[src/rtl/arbitro_escrita_registradores.sv]
// Register-file write-port arbiter: three one-entry holding buffers
// (ULA, memory load, I/O input) drained oldest-first into a single write port,
// with writes to the link register deferred while the jal link write is active.
module arbitro_escrita_registradores #(
    parameter int LARGURA_DADOS = 32,
    parameter int LARGURA_END   = 5,
    parameter int REG_LINK      = 31
) (
    input  logic                     clock,
    input  logic                     reset,
    input  logic                     valido_ula,
    input  logic [LARGURA_END-1:0]   destino_ula,
    input  logic [LARGURA_DADOS-1:0] dados_ula,
    output logic                     pronto_ula,
    input  logic                     valido_mem,
    input  logic [LARGURA_END-1:0]   destino_mem,
    input  logic [LARGURA_DADOS-1:0] dados_mem,
    output logic                     pronto_mem,
    input  logic                     valido_es,
    input  logic [LARGURA_END-1:0]   destino_es,
    input  logic [LARGURA_DADOS-1:0] dados_es,
    output logic                     pronto_es,
    input  logic                     jal,
    output logic                     escreveReg,
    output logic [LARGURA_END-1:0]   end_escrita,
    output logic [LARGURA_DADOS-1:0] dados_escrita,
    input  logic [LARGURA_END-1:0]   consulta_reg,
    output logic                     ocupado,
    output logic [1:0]               pendentes
);
    localparam int N = 3;

    // Buffer state: index 0 = ULA, 1 = memory, 2 = I/O
    logic [N-1:0]             ocup;
    logic [LARGURA_END-1:0]   dest [N];
    logic [LARGURA_DADOS-1:0] dado [N];
    logic [1:0]               idade [N];
    logic                     em_reset;

    logic [N-1:0]             valido;
    logic [N-1:0]             pronto;
    logic [N-1:0]             aceita;
    logic [LARGURA_END-1:0]   dest_in [N];
    logic [LARGURA_DADOS-1:0] dado_in [N];
    logic                     tem_cand;
    logic [1:0]               cand;
    logic                     concede;
    logic [1:0]               restantes;
    logic [1:0]               idade_nova [N];

    function automatic logic [1:0] conta_ocupados(input logic [N-1:0] v);
        return {1'b0, v[0]} + {1'b0, v[1]} + {1'b0, v[2]};
    endfunction

    // Gather the three request ports into indexable form
    always_comb begin
        valido     = {valido_es, valido_mem, valido_ula};
        dest_in[0] = destino_ula;
        dest_in[1] = destino_mem;
        dest_in[2] = destino_es;
        dado_in[0] = dados_ula;
        dado_in[1] = dados_mem;
        dado_in[2] = dados_es;
    end

    // Readiness comes from registers only; em_reset keeps it low while reset is seen
    assign pronto     = ~ocup & {N{~em_reset}};
    assign aceita     = valido & pronto;
    assign pronto_ula = pronto[0];
    assign pronto_mem = pronto[1];
    assign pronto_es  = pronto[2];
    assign pendentes  = conta_ocupados(ocup);

    // Candidate is the occupied entry at the head of the drain order (idade 0)
    always_comb begin
        tem_cand = 1'b0;
        cand     = 2'd0;
        for (int i = 0; i < N; i++) begin
            if (ocup[i] && idade[i] == 2'd0) begin
                tem_cand = 1'b1;
                cand     = 2'(i);
            end
        end
    end

    // A link-register write waits while jal owns the port; nothing commits during reset
    assign concede = tem_cand && !reset &&
                     !(jal && dest[cand] == LARGURA_END'(REG_LINK));

    // Write port drive and hazard lookup
    always_comb begin
        escreveReg    = concede;
        end_escrita   = '0;
        dados_escrita = '0;
        ocupado       = 1'b0;
        if (concede) begin
            end_escrita   = dest[cand];
            dados_escrita = dado[cand];
        end
        for (int i = 0; i < N; i++) begin
            if (ocup[i] && dest[i] == consulta_reg) ocupado = 1'b1;
        end
    end

    // New arrivals queue behind survivors, same-edge arrivals ordered ULA, mem, I/O
    always_comb begin
        restantes     = pendentes - {1'b0, concede};
        idade_nova[0] = restantes;
        idade_nova[1] = restantes + {1'b0, aceita[0]};
        idade_nova[2] = restantes + {1'b0, aceita[0]} + {1'b0, aceita[1]};
    end

    // Control state: occupancy, drain order and reset tracking
    always_ff @(posedge clock) begin
        if (reset) begin
            ocup     <= '0;
            em_reset <= 1'b1;
            for (int i = 0; i < N; i++) idade[i] <= 2'd0;
        end else begin
            em_reset <= 1'b0;
            for (int i = 0; i < N; i++) begin
                if (aceita[i]) begin
                    ocup[i]  <= 1'b1;
                    idade[i] <= idade_nova[i];
                end else if (concede && cand == 2'(i)) begin
                    ocup[i]  <= 1'b0;
                    idade[i] <= 2'd0;
                end else if (concede && ocup[i] && idade[i] > idade[cand]) begin
                    idade[i] <= idade[i] - 2'd1;
                end
            end
        end
    end

    // Payload capture on accept; payload is only meaningful while occupied
    always_ff @(posedge clock) begin
        for (int i = 0; i < N; i++) begin
            if (aceita[i]) begin
                dest[i] <= dest_in[i];
                dado[i] <= dado_in[i];
            end
        end
    end

endmodule

[config.mk]
export PLATFORM = sky130hd
export DESIGN_NAME = arbitro_escrita_registradores
export DESIGN_NICKNAME = d
export VERILOG_FILES = /design/src/rtl/arbitro_escrita_registradores.sv
export SDC_FILE = /design/constraint.sdc
export NUM_CORES = 1
export LEC_CHECK = 0
export CAP_MARGIN = 20
export CORE_MARGIN = 3
export CORE_UTILIZATION = 51
export DETAILED_ROUTE_END_ITERATION = 7
export PLACE_DENSITY = 0.83
export SYNTH_ARGS = -nofsm -noshare
export SYNTH_HDL_FRONTEND = slang
export SYNTH_SLANG_ARGS = --single-unit
[constraint.sdc]
create_clock -name clock -period 8 [get_ports clock]
set_input_delay 1.6 -clock clock [delete_from_list [all_inputs] [get_ports clock]]
set_output_delay 1.6 -clock clock [all_outputs]
set_load 0.005 [all_outputs]
Word-level counts from Yosys, hierarchy flattened

Memory sizes are Yosys's and may differ from the RTL's.
Cells that the tools add are included.

RAM bits: 117
Memories kept: 3
Logic and storage cells: 130
Bits in registers: 4
Output and inout port bits: 44

Memories:

| memory | words | bits a word | read ports | clocked after memory_dff | write ports | line | RTL |
|---|---|---|---|---|---|---|---|
| dado   | 3     | 32          | 1          | 0                        | 3           | 36   | `logic [LARGURA_DADOS-1:0] dado [N];` |
| dest   | 3     | 5           | 4          | 0                        | 3           | 35   | `logic [LARGURA_END-1:0] dest [N];` |
| idade  | 3     | 2           | 4          | 0                        | 3           | 37   | `logic [1:0] idade [N];` |

Add/subtract/negate cells: 8
Bitwise logic cells: 13
$lt $le $gt $ge: 3
Reduce and logical (&&, ||, !) cells: 27
Mux-type cells: 66
Equal/unequal tests: 6

Operator list:

| operator                                             | count |
|---|---|
| 2-to-1 mux 1 bit                                     | 54 |
| 2-to-1 mux 32 bit                                    | 1 |
| 2-to-1 mux 2 bit                                     | 10 |
| logical AND 1 bit                                    | 18 |
| equality test 5 bit                                  | 3 |
| OR 1 bit                                             | 9 |
| zero test 2 bit                                      | 4 |
| adder 2 x 1 -> 2 bit                                 | 3 |
| bitwise AND 3 bit                                    | 2 |
| > comparator 2 bit                                   | 3 |
| nonzero test 2 bit                                   | 3 |
| subtractor 2 x 1 -> 2 bit (second input constant)    | 3 |
| equality test 5 bit (second input constant)          | 1 |
| 2-to-1 mux 5 bit                                     | 1 |
| NOT 3 bit                                            | 1 |
| adder 1 x 1 -> 2 bit                                 | 1 |
| equality test 2 x 1 -> 1 bit (second input constant) | 1 |
| equality test 2 bit (second input constant)          | 1 |
| zero test 1 bit                                      | 2 |
| subtractor 2 x 1 -> 2 bit                            | 1 |
| NOT 1 bit                                            | 1 |

Depth between registers and ports, before layout

Gate-level depths: netlist of run 1.
An unclocked memory read counts as a cell.

Depth in word-level cells: 18
Mapped depth: 16
Gate-level depth less buffers: 14

Worst setup path before layout of run 1

No wires, ideal clock.

Path type: input -> output
Start point: in reset
End point: out dados_escrita[13]
Arrival time: 2.678 ns
Stages on the path: 6
Setup slack: 3.722 ns
Path buffers: 2
Path through: clkbuf_1 -> nor3_1 -> o41a_1 -> buf_2 -> a22o_1 -> a21o_1

Word-level cells in the longest chain between the ends: 4

Ends and longest elaborated chain:

| item                           | line | RTL |
|---|---|---|
| from (decl)                    | 10   | `input logic reset,` |
| zero test 1 bit                | 87   | `assign concede = tem_cand && !reset &&` |
| logical AND 1 bit (2 in a row) | 87   |  |
| 2-to-1 mux 32 bit              | 96   | `if (concede) begin` |
| to (decl)                      | 26   | `output logic [LARGURA_DADOS-1:0] dados_escrita,` |

Every way passes these cells.

Final worst setup path of run 1

Start point: in reset
End point: out dados_escrita[28]

The elaborated chain is that of the path after synthesis.

==> metrics.txt, run 1 <==
Synth area leader edfxtp_1; Syn. warnings 0; crit path launch type primary input; Worst Setup Slack, final 2.07 ns; Clock Skews between 0.008 and 0.009 ns; initial DRC count between 300 and 400; Mean Syn Cell Area ~14 µm²; maxcap violations 0; gp weighted congestion 0.904; HP Class reg -> reg; Final TNS setup 0 ns; largest net degree at the start of global routing 56; antenna diode instance count 0; synthesized net count 538; Resized cells post-CTS 0; Post-synth top flop edfxtp_1; vias in the first global route 4399; commonest non-fill, non-tap cell in the layout clkdlybuf4s50_1; reg2reg path depth 15; Endpoint, Worst Hold idade[2][0]$_DFFE_PP_; VDD IR max 0.163 mV; via count 4199; Residual DRC 0; reg-to-reg endpoint idade[2][1]$_DFFE_PP_; initial antenna violation count 0; async set-reset flop share out of synthesis 0%; TritonCTS clock tree yes; initial core utilization 53.0%; dpl hpwl 10500 µm; synthesized flop and latch total 121; CP Capture Type output port; period utilization 74.1%; total track usage between 20 and 30%; Post-synth EDFFs 117; Final ANT Viol Nets 0; worst path arrival time 4.33 ns; Placed Area slightly above 7000 µm²; f_max 0.169 GHz; HP Start idade[2][0]$_DFFE_PP_; H-tree depth 4; Skew-Pair Late Insertion Delay 0.52 ns; worst-margin pin slew 1.06 ns; Root Buffer clkbuf_8; CP required roughly 6.4 ns; total power 1.77 mW; RSZ-0062 raised after global routing false; pre-CTS WS approximately 2.1 ns; Chip Height 110 µm; reg2reg setup slack 3.55 ns; status finished, final reports clean; Hold Buf Count CTS 0; WL final 16100 µm; leakage 2.84 nW; commonest non-fill, non-tap cells in the layout 165 x clkdlybuf4s50_1, 117 x edfxtp_1, 57 x nand2_1, 30 x nor2_1, 19 x a311oi_2; # nets final 705; RR Startpoint idade[1][1]$_SDFFCE_PP0P_; slew margin rel. ~29%; I/O pins roughly 170; Sink Count 121; Final Max Slew Viols 0; PD cells 224 nW/µm²; Seq/Total Area, Yosys 65.1%; share of cells above drive strength 1 11.3%; clk slew on worst S/H paths 0.06 ns; synth unique cells 47; DRT Pass-1 Iters 5; Cell Area, Synth about 5500 µm²; Final Setup Violations 0; ranking of synthesized cells by area edfxtp_1 64%, a311oi_2 5.2%, nand2_1 3.9%; Longest Clk Path Bufs 2; Final min period 5.93 ns; Layout Area Growth over Synthesis 42.5%; Fin. Hold Viols 0; global-route wire length before repair approximately 24000 µm; CP Class in -> out; cts bufs inserted 17; Yosys top cell area share a little under two thirds; per-cell routed wire length 22.3 µm; num rows 37; I/O Buffers about 170; Die Width 110 µm; Gate Count Post-Synth 403; die area 12100 µm²; Crit Path Max Fanout 13; Final Instance Area 7870 µm²; Post-CTS Setup Bufs 0; worst hold stages 3; fin util roughly 76%; grt total ovfl 0; vias per inst approximately 5.8; core region area between 10000 and 15000 µm²
## worst max path at each step
stage	startpoint	to	slack, ns	cells after the start
final	reset	dados_escrita[28]	2.07	7
after global routing	reset	dados_escrita[28]	1.89	7
after CTS	reset	dados_escrita[28]	2.07	7
after detailed placement	reset	dados_escrita[22]	2.10	7
after global placement	reset	dados_escrita[25]	2.14	7
after floorplan	reset	dados_escrita[13]	3.72	6
## critical path, cell delays in order
cell and delay [ns]:
clkdlybuf4s50_1 0.61, inv_1 0.28, o31ai_4 0.15, nor2_1 0.75
a22o_1 0.27, a21o_1 0.15, clkdlybuf4s50_1 0.53
## metal layers
metal / up-vias / part of all wire, % / track usage (%)
met5: - / 0 / 0
met3: 34 / 9.5 / 9.78
met4: 0 / 2.3 / 11.3
met1: 2036 / 37 / 31.0
met2: 248 / 52 / 46.0
li1: 1881 / - / -
## state kept, by name (all words and copies together), names as in the netlist
register  flops
ocup          3
em_reset      1
idade         6
dest         15
dado         96
## Yosys cell counts (2+ instances only)
master / number
a311oi_2: 19
clkbuf_1: 14
a311oi_1: 5
o211ai_1: 3
nand4_1: 2
a21o_1: 13
and2_1: 4
o2111ai_1: 3
edfxtp_1: 117
nand3b_1: 2
a22o_1: 14
buf_6: 4
o31ai_1: 2
or3_1: 4
buf_2: 4
nor2_1: 30
nor3_1: 7
nand3_1: 5
nor4_2: 3
o21ai_0: 6
and4_1: 2
xnor2_1: 5
a21oi_1: 5
xor2_1: 13
ha_1: 12
a31oi_1: 4
inv_1: 11
or4_1: 3
dfxtp_1: 4
nand2_1: 58
a211oi_1: 2
nor2b_1: 5
nor4_1: 3
a31o_2: 2
## power by group
group | switching, mW | internal (mW)
sequential | 0.0180 | 0.736
clock | 0.283 | 0.474
combinational | 0.125 | 0.130
total | 0.426 | 1.34
## stage by stage
step / cells / hold WS [ns]
6_report: 719 / 0.711
5_1_grt: 719 / 0.763
4_1_cts: 718 / 0.717
3_5_place_dp: 686 / 0.665
3_3_place_gp: 685 / 0.663
2_1_floorplan: 403 / 0.539
## kinds of logic (layout without fill, tap and decap cells)
kind of cell | after synthesis | after routing | synth area share (%)
DFF | 121 | 121 | 65.1
adders and majority gates | 13 | 13 | 3.08
xor gates and xnor gates | 18 | 18 | 2.85
muxes | 2 | 2 | 0.430
and+or+nand+nor | 131 | 131 | 11.3
buffers and inverters | 34 | 214 | 2.95
AOI/OAI and AO/OA | 84 | 84 | 14.4
## cell type report
cell class | count | area, µm²
Inverter | 12 | 45.0
Clock buffer | 17 | 414
Sequential cell | 121 | 3590
Tap cell | 136 | 170
Fill cell | 603 | 2550
Multi-Input combinational cell | 248 | 1770
Timing Repair Buffer | 170 | 1700
Clock inverter | 15 | 174
Note: power is estimated with default switching activity, not from simulation.
==> run 2: changes to the inputs <==
--- a/config.mk
+++ b/config.mk
@@ -7,9 +7,9 @@
 export LEC_CHECK = 0
 export CAP_MARGIN = 20
 export CORE_MARGIN = 3
-export CORE_UTILIZATION = 51
+export CORE_UTILIZATION = 47
 export DETAILED_ROUTE_END_ITERATION = 7
-export PLACE_DENSITY = 0.83
+export PLACE_DENSITY = 0.77
 export SYNTH_ARGS = -nofsm -noshare
 export SYNTH_HDL_FRONTEND = slang
 export SYNTH_SLANG_ARGS = --single-unit
==> constraint.sdc (replaced) <==
create_clock -name clock -period 5.9 [get_ports clock]
set_input_delay 1.18 -clock clock [delete_from_list [all_inputs] [get_ports clock]]
set_output_delay 1.18 -clock clock [all_outputs]
set_load 0.005 [all_outputs]
==> run 2 against run 1 <==
Net effect: clock skew is 0.0038 ns higher; largest power group is now registers; clock-buffer cell count rose by 2; clock power is 30% higher; highest routed layer unchanged; register-to-register slack lost 2.1 ns; utilization fell by 5.2 points; sequential power grew 35%; critical path depth increased by 3; non-clock buffer count grew 4.
==> metrics.txt, run 2 (same netlist as run 1, synthesis figures left out) <==
Resized cells post-CTS 0 (unchanged); slew margin rel. 28.4% (-0.70 points); Post-CTS Setup Bufs 0 (unchanged); CP Class reg -> out; Reg area 3590 µm² (unchanged); Residual DRC 0 (unchanged); multi-input logic area 1770 µm² (unchanged); Fin Hold WS 0.670 ns (-0.0412 ns); total power 2.36 mW (+33%); Chip Height 114 µm (+3.9%); Comb power frac 14.7% (+0.2 points); fin util 70.4% (-5.2 points); Skew-Pair Late Insertion Delay 0.42 ns (-0.10 ns); Largest register FFs 96 (unchanged); worst-margin pin slew 1.07 ns (+0.0105 ns); Final TNS setup 0 ns (unchanged); Final Setup Violations 0 (unchanged); via count 4128 (-1.7%); TritonCTS clock tree yes; Routed met1 length 6020 µm (+2.2%); Layout Area Growth over Synthesis 42.4% (about the same); WL final 15200 µm (-5.5%); PD cells 299 nW/µm² (+33%); RSZ-0062 raised after global routing false; VDD IR max 0.292 mV (+79%); Die Width 114 µm (+3.9%); Sink Count 121 (unchanged); CP cell instances inv_1 -> ha_1 -> nand2_4 -> mux2i_2 -> nor4_2 -> buf_4 -> or3_1 -> buf_4 -> a311oi_2 -> clkdlybuf4s50_1; clock share of power 41.9% (-0.9 points); Final Instance Area 7870 µm² (about the same); maxcap violations 0 (unchanged); Fin. Hold Viols 0 (unchanged); DRT Pass-1 Iters 5 (unchanged); Hold Buf Count CTS 0 (unchanged); commonest non-fill, non-tap cell in the layout clkdlybuf4s50_1; most common cell type on the critical path buf_4; Detail Route met2 WL 7390 µm (-11%); H-tree depth 4 (unchanged); I/O pins 166 (unchanged); num rows 38 (+2.7%); # nets final 709 (+0.57%); Clock Skews 0.0118 ns (+0.00383 ns); Crit Path Max Fanout 31 (+18); leakage 2.85 nW (+0.18%); clk slew on worst S/H paths 0.05 ns (about the same); vias in the first global route 4355 (-1.0%); share of cells above drive strength 1 11.4% (+0.093 points); CP peak stage delay 0.78 ns (+0.03 ns); Final min period 5.38 ns; global-route wire length before repair 23700 µm (-0.12%); Root Buffer clkbuf_16; grt total ovfl 0 (unchanged); Reg power frac 43.4% (+0.7 points); cts bufs inserted 17 (unchanged); period utilization about nine tenths; fillcell total 757 (+26%); f_max roughly 0.19 GHz; total track usage 24.3% (-2.8 points); CP Capture Type output port; NetSw 0.564 mW (+32%); worst path arrival time 4.20 ns (-0.13 ns); dpl hpwl 10400 µm (-1.5%); status finished, final reports clean; I/O Buffers 165 (unchanged); commonest non-fill, non-tap cells in the layout 165 x clkdlybuf4s50_1, 117 x edfxtp_1, 57 x nand2_1, 30 x nor2_1, 19 x a311oi_2; biggest regs dado x96, dest x15, idade x6; CP required 4.72 ns (-1.68 ns); initial core utilization 49.4% (-3.6 points); reg2reg path depth 15 (unchanged); largest net degree at the start of global routing 43 (-23%); initial DRC count 345 (+4.5%); die area 13100 µm² (+8.0%); per-cell routed wire length 20.9 µm (-6.5%); Longest Clk Path Bufs 2 (unchanged); Pint 1.79 mW (+34%); vias per inst 5.68 (-2.8%); initial antenna violation count 0 (unchanged); top sig layer met4; Sw Share 24.0% (-0.18 points); slowest CP cell or3_1; metal3 WL 1430 µm (-6.6%); core region area 11200 µm² (+7.3%); gp weighted congestion 0.921 (+1.9%); Top reg by flops dado; Placed Area 7300 µm² (+0.48%); HP Class reg -> reg; crit path launch type flip-flop; Final Max Slew Viols 0 (unchanged); worst hold stages 2 (-1); antenna diode instance count 0 (unchanged); Final ANT Viol Nets 0 (unchanged)
==> run 2: changes by cell type in the layout (fill, tap and decap cells not counted), sizes merged <==
cell / delta
inv: -3
bufinv: -1
clkbuf: +2
buf: +4
clkinvlp: -2
clkinv: +4
==> run 2: power by group through the flow <==
stage                     sequential [mW]  clock, mW  combinational (mW)
after floorplan                      1.03          0               0.170
after global placement               1.04          0               0.335
after detailed placement             1.04          0               0.344
after global routing                 1.03       1.04               0.379
after CTS                            1.02       1.00               0.347
final                                1.02      0.986               0.347
==> run 2: final timing paths <==
check | slack [ns] | endpoint | from
max | 0.52 | dados_escrita[8] | idade[1][0]$_SDFFCE_PP0P_
min | 0.67 | ocup[2]$_SDFFE_PP0P_ | ocup[2]$_SDFFE_PP0P_
max reg2reg | 1.46 | idade[2][1]$_DFFE_PP_ | idade[1][0]$_SDFFCE_PP0P_
min reg2reg | 0.67 | ocup[2]$_SDFFE_PP0P_ | ocup[2]$_SDFFE_PP0P_
==> run 2: final cells by class <==
| cell class | count | share of cell area (%) |
|---|---|---|
| Sequential cell | 121 | 45.7 |
| Clock inverter | 13 | 1.64 |
| Inverter | 12 | 0.573 |
| Tap cell | 140 | 2.23 |
| Clock buffer | 19 | 5.50 |
| Timing Repair Buffer | 174 | 21.9 |
| Multi-Input combinational cell | 248 | 22.5 |
==> run 2: routing by layer <==
metal | vias up | global-route usage, %
met3 | 28 | 9.67
met5 | - | 0
met1 | 2003 | 30.0
li1 | 1894 | -
met2 | 203 | 38.5
met4 | 0 | 9.66
==> run 2: per-stage QoR <==
stage | instances | worst slack, ns
after detailed placement | 694 | 0.731
after global placement | 694 | 0.811
after floorplan | 403 | 2.41
final | 727 | 0.519
after CTS | 726 | 0.492
after global routing | 727 | 0.283
==> run 2: worst max-delay path: cells and delay by family, from the launching register on <==
family                     cells  cell delay (ns)
adders and majority gates      1             0.32
muxes                          1             0.40
buffers and inverters          4             1.22
AOI/OAI and AO/OA              1             0.26
DFF                            1             0.43
and+or+nand+nor                3             1.15
==> run 3: changes to the inputs <==
--- a/config.mk
+++ b/config.mk
@@ -7,9 +7,10 @@
 export LEC_CHECK = 0
 export CAP_MARGIN = 20
 export CORE_MARGIN = 3
-export CORE_UTILIZATION = 47
+export CORE_UTILIZATION = 49
+export CTS_BUF_LIST = sky130_fd_sc_hd__clkbuf_8
 export DETAILED_ROUTE_END_ITERATION = 7
-export PLACE_DENSITY = 0.77
+export PLACE_DENSITY = 0.8
 export SYNTH_ARGS = -nofsm -noshare
 export SYNTH_HDL_FRONTEND = slang
 export SYNTH_SLANG_ARGS = --single-unit
==> run 3 against run 2 <==
Net effect: first-iteration DRC count is 11% lower; hold slack improved by 0.0041 ns; routed wire length fell by 1.9%; sequential share of layout area rose by 1.1 points; global-route usage shrank 0.41 points; critical path type is now in -> out; largest cell class unchanged; highest routed layer unchanged.
==> metrics.txt, run 3 (same netlist as run 1, synthesis figures left out) <==
Skew-Pair Late Insertion Delay 0.43 ns (about the same); most common cell type on the critical path clkdlybuf4s50_1; core region area 10900 µm² (-2.1%); gp weighted congestion 0.891 (-3.2%); grt total ovfl 0 (unchanged); Final Max Slew Viols 0 (unchanged); VDD IR max 0.217 mV (-26%); CP Capture Type output port; CP required 4.72 ns (about the same); slew margin rel. 30.5% (+2.1 points); global-route wire length before repair 23200 µm (-2.2%); Residual DRC 0 (unchanged); clk slew on worst S/H paths 0.08 ns (+0.03 ns); slowest CP cell nor2_1; Sink Count 121 (unchanged); die area 12600 µm² (-3.9%); vias per inst 5.64 (-0.74%); initial antenna violation count 0 (unchanged); Root Buffer clkbuf_8; crit path launch type primary input; WL final 14900 µm (-1.9%); I/O pins 166 (unchanged); f_max 0.196 GHz (+5.7%); biggest regs dado x96, dest x15, idade x6; Reg area 3590 µm² (unchanged); RSZ-0062 raised after global routing false; multi-input logic area 1770 µm² (unchanged); PD cells 275 nW/µm² (-8.3%); CP Class in -> out; num rows 38 (unchanged); total track usage 23.9% (-0.41 points); worst path bufs/invs 3 (-1); Post-CTS Setup Bufs 0 (unchanged); RR Startpoint idade[1][0]$_SDFFCE_PP0P_; Largest register FFs 96 (unchanged); total power 2.11 mW (-10%); Die Width 112 µm (-2.0%); period utilization 86.3% (-4.9 points); commonest non-fill, non-tap cells in the layout 165 x clkdlybuf4s50_1, 117 x edfxtp_1, 57 x nand2_1, 30 x nor2_1, 19 x a311oi_2; leakage 2.77 nW (-2.9%); CP peak stage delay 0.78 ns (about the same); commonest non-fill, non-tap cell in the layout clkdlybuf4s50_1; H-tree depth 4 (unchanged); CP cell instances clkdlybuf4s50_1 -> inv_1 -> o31ai_4 -> nor2_1 -> a22o_1 -> a21o_1 -> clkdlybuf4s50_1; vias in the first global route 4333 (-0.51%); worst-margin pin slew 1.04 ns (-0.0313 ns); Resized cells post-CTS 0 (unchanged); via count 4086 (-1.0%); HP Start em_reset$_DFF_P_; Final TNS setup 0 ns (unchanged); status finished, final reports clean; Chip Height 112 µm (-2.0%); Final min period 5.09 ns (-0.289 ns); initial core utilization 50.5% (+1.1 points); worst path arrival time 3.91 ns (-0.29 ns); dpl hpwl 10300 µm (-0.87%); Top reg by flops dado; largest net degree at the start of global routing 42 (-2.3%); share of cells above drive strength 1 12.1% (+0.72 points); Final Setup Violations 0 (unchanged); maxcap violations 0 (unchanged); Hold Buf Count CTS 0 (unchanged); fillcell total 787 (+4.0%); # nets final 707 (-0.28%); Final ANT Viol Nets 0 (unchanged); per-cell routed wire length 20.6 µm (-1.6%); I/O Buffers 165 (unchanged); Fin. Hold Viols 0 (unchanged); DRT Pass-1 Iters 5 (unchanged); Crit Path Max Fanout 13 (-58%); Longest Clk Path Bufs 2 (unchanged); HP Class reg -> reg; delay-heaviest family, CP buffers and inverters; Layout Area Growth over Synthesis 39.2%; critical path launch point reset; TritonCTS clock tree yes; cts bufs inserted 17 (unchanged); initial DRC count 308 (-11%); Clock Skews 0.00988 ns (-0.00196 ns); antenna diode instance count 0 (unchanged)
[run 3: changes by cell type in the layout (fill, tap and decap cells not counted), sizes merged]
cell      before  now
buf            9    7
inv           12   17
clkbuf        19   17
clkinv         8    4
clkinvlp       3    4
[run 3: area by class of cell]
type | instances | area share (%)
sequential | 121 | 46.7
clock inverter | 15 | 2.13
timing repair buffer | 172 | 22.2
inverter | 12 | 0.586
clock buffer | 17 | 3.04
multi-input combinational | 248 | 23.0
tap | 140 | 2.28
[run 3: worst reg2reg max path, cell delays in order (launching register included)]
cell,delay [ns]
edfxtp_1,0.44
inv_1,0.11
ha_1,0.29
and2_1,0.86
mux2i_1,0.21
o21ai_0,0.44
ha_1,0.32
nand2_1,0.07
o2111ai_1,0.23
a311oi_1,0.36
a32oi_1,0.27
nor4_2,0.30
[run 3: final timing paths]
path / to / slack (ns) / cells after the start
setup reg to reg: idade[1][0]$_SDFFCE_PP0P_ / 1.84 / 11
hold / removal: ocup[2]$_SDFFE_PP0P_ / 0.67 / 3
setup / recovery: dados_escrita[26] / 0.81 / 7
hold reg to reg: ocup[2]$_SDFFE_PP0P_ / 0.67 / 3
[run 3: power by group]
part | internal (mW) | switching, mW | total [mW]
combinational | 0.176 | 0.166 | 0.342
clock | 0.383 | 0.368 | 0.751
sequential | 0.996 | 0.0235 | 1.02
[run 3: layer usage]
layer | GRT usage, % | part of all wire [%]
met5 | 0 | 0
met2 | 39.3 | 51
met1 | 29.7 | 38
met3 | 7.87 | 7.9
met4 | 8.81 | 2.2
[run 3: stage by stage]
step           hold WS [ns]  cells  setup slack, ns  area [µm²]  utilization [%]
6_report              0.674    725            0.808        7690             70.3
5_1_grt               0.694    725            0.647        7690             70.3
4_1_cts               0.670    725            0.865        7690             70.3
3_5_place_dp          0.659    693            0.862        7290             66.7
3_3_place_gp          0.647    693            0.991        7290             66.7
2_1_floorplan         0.539    403             2.41        5520                -
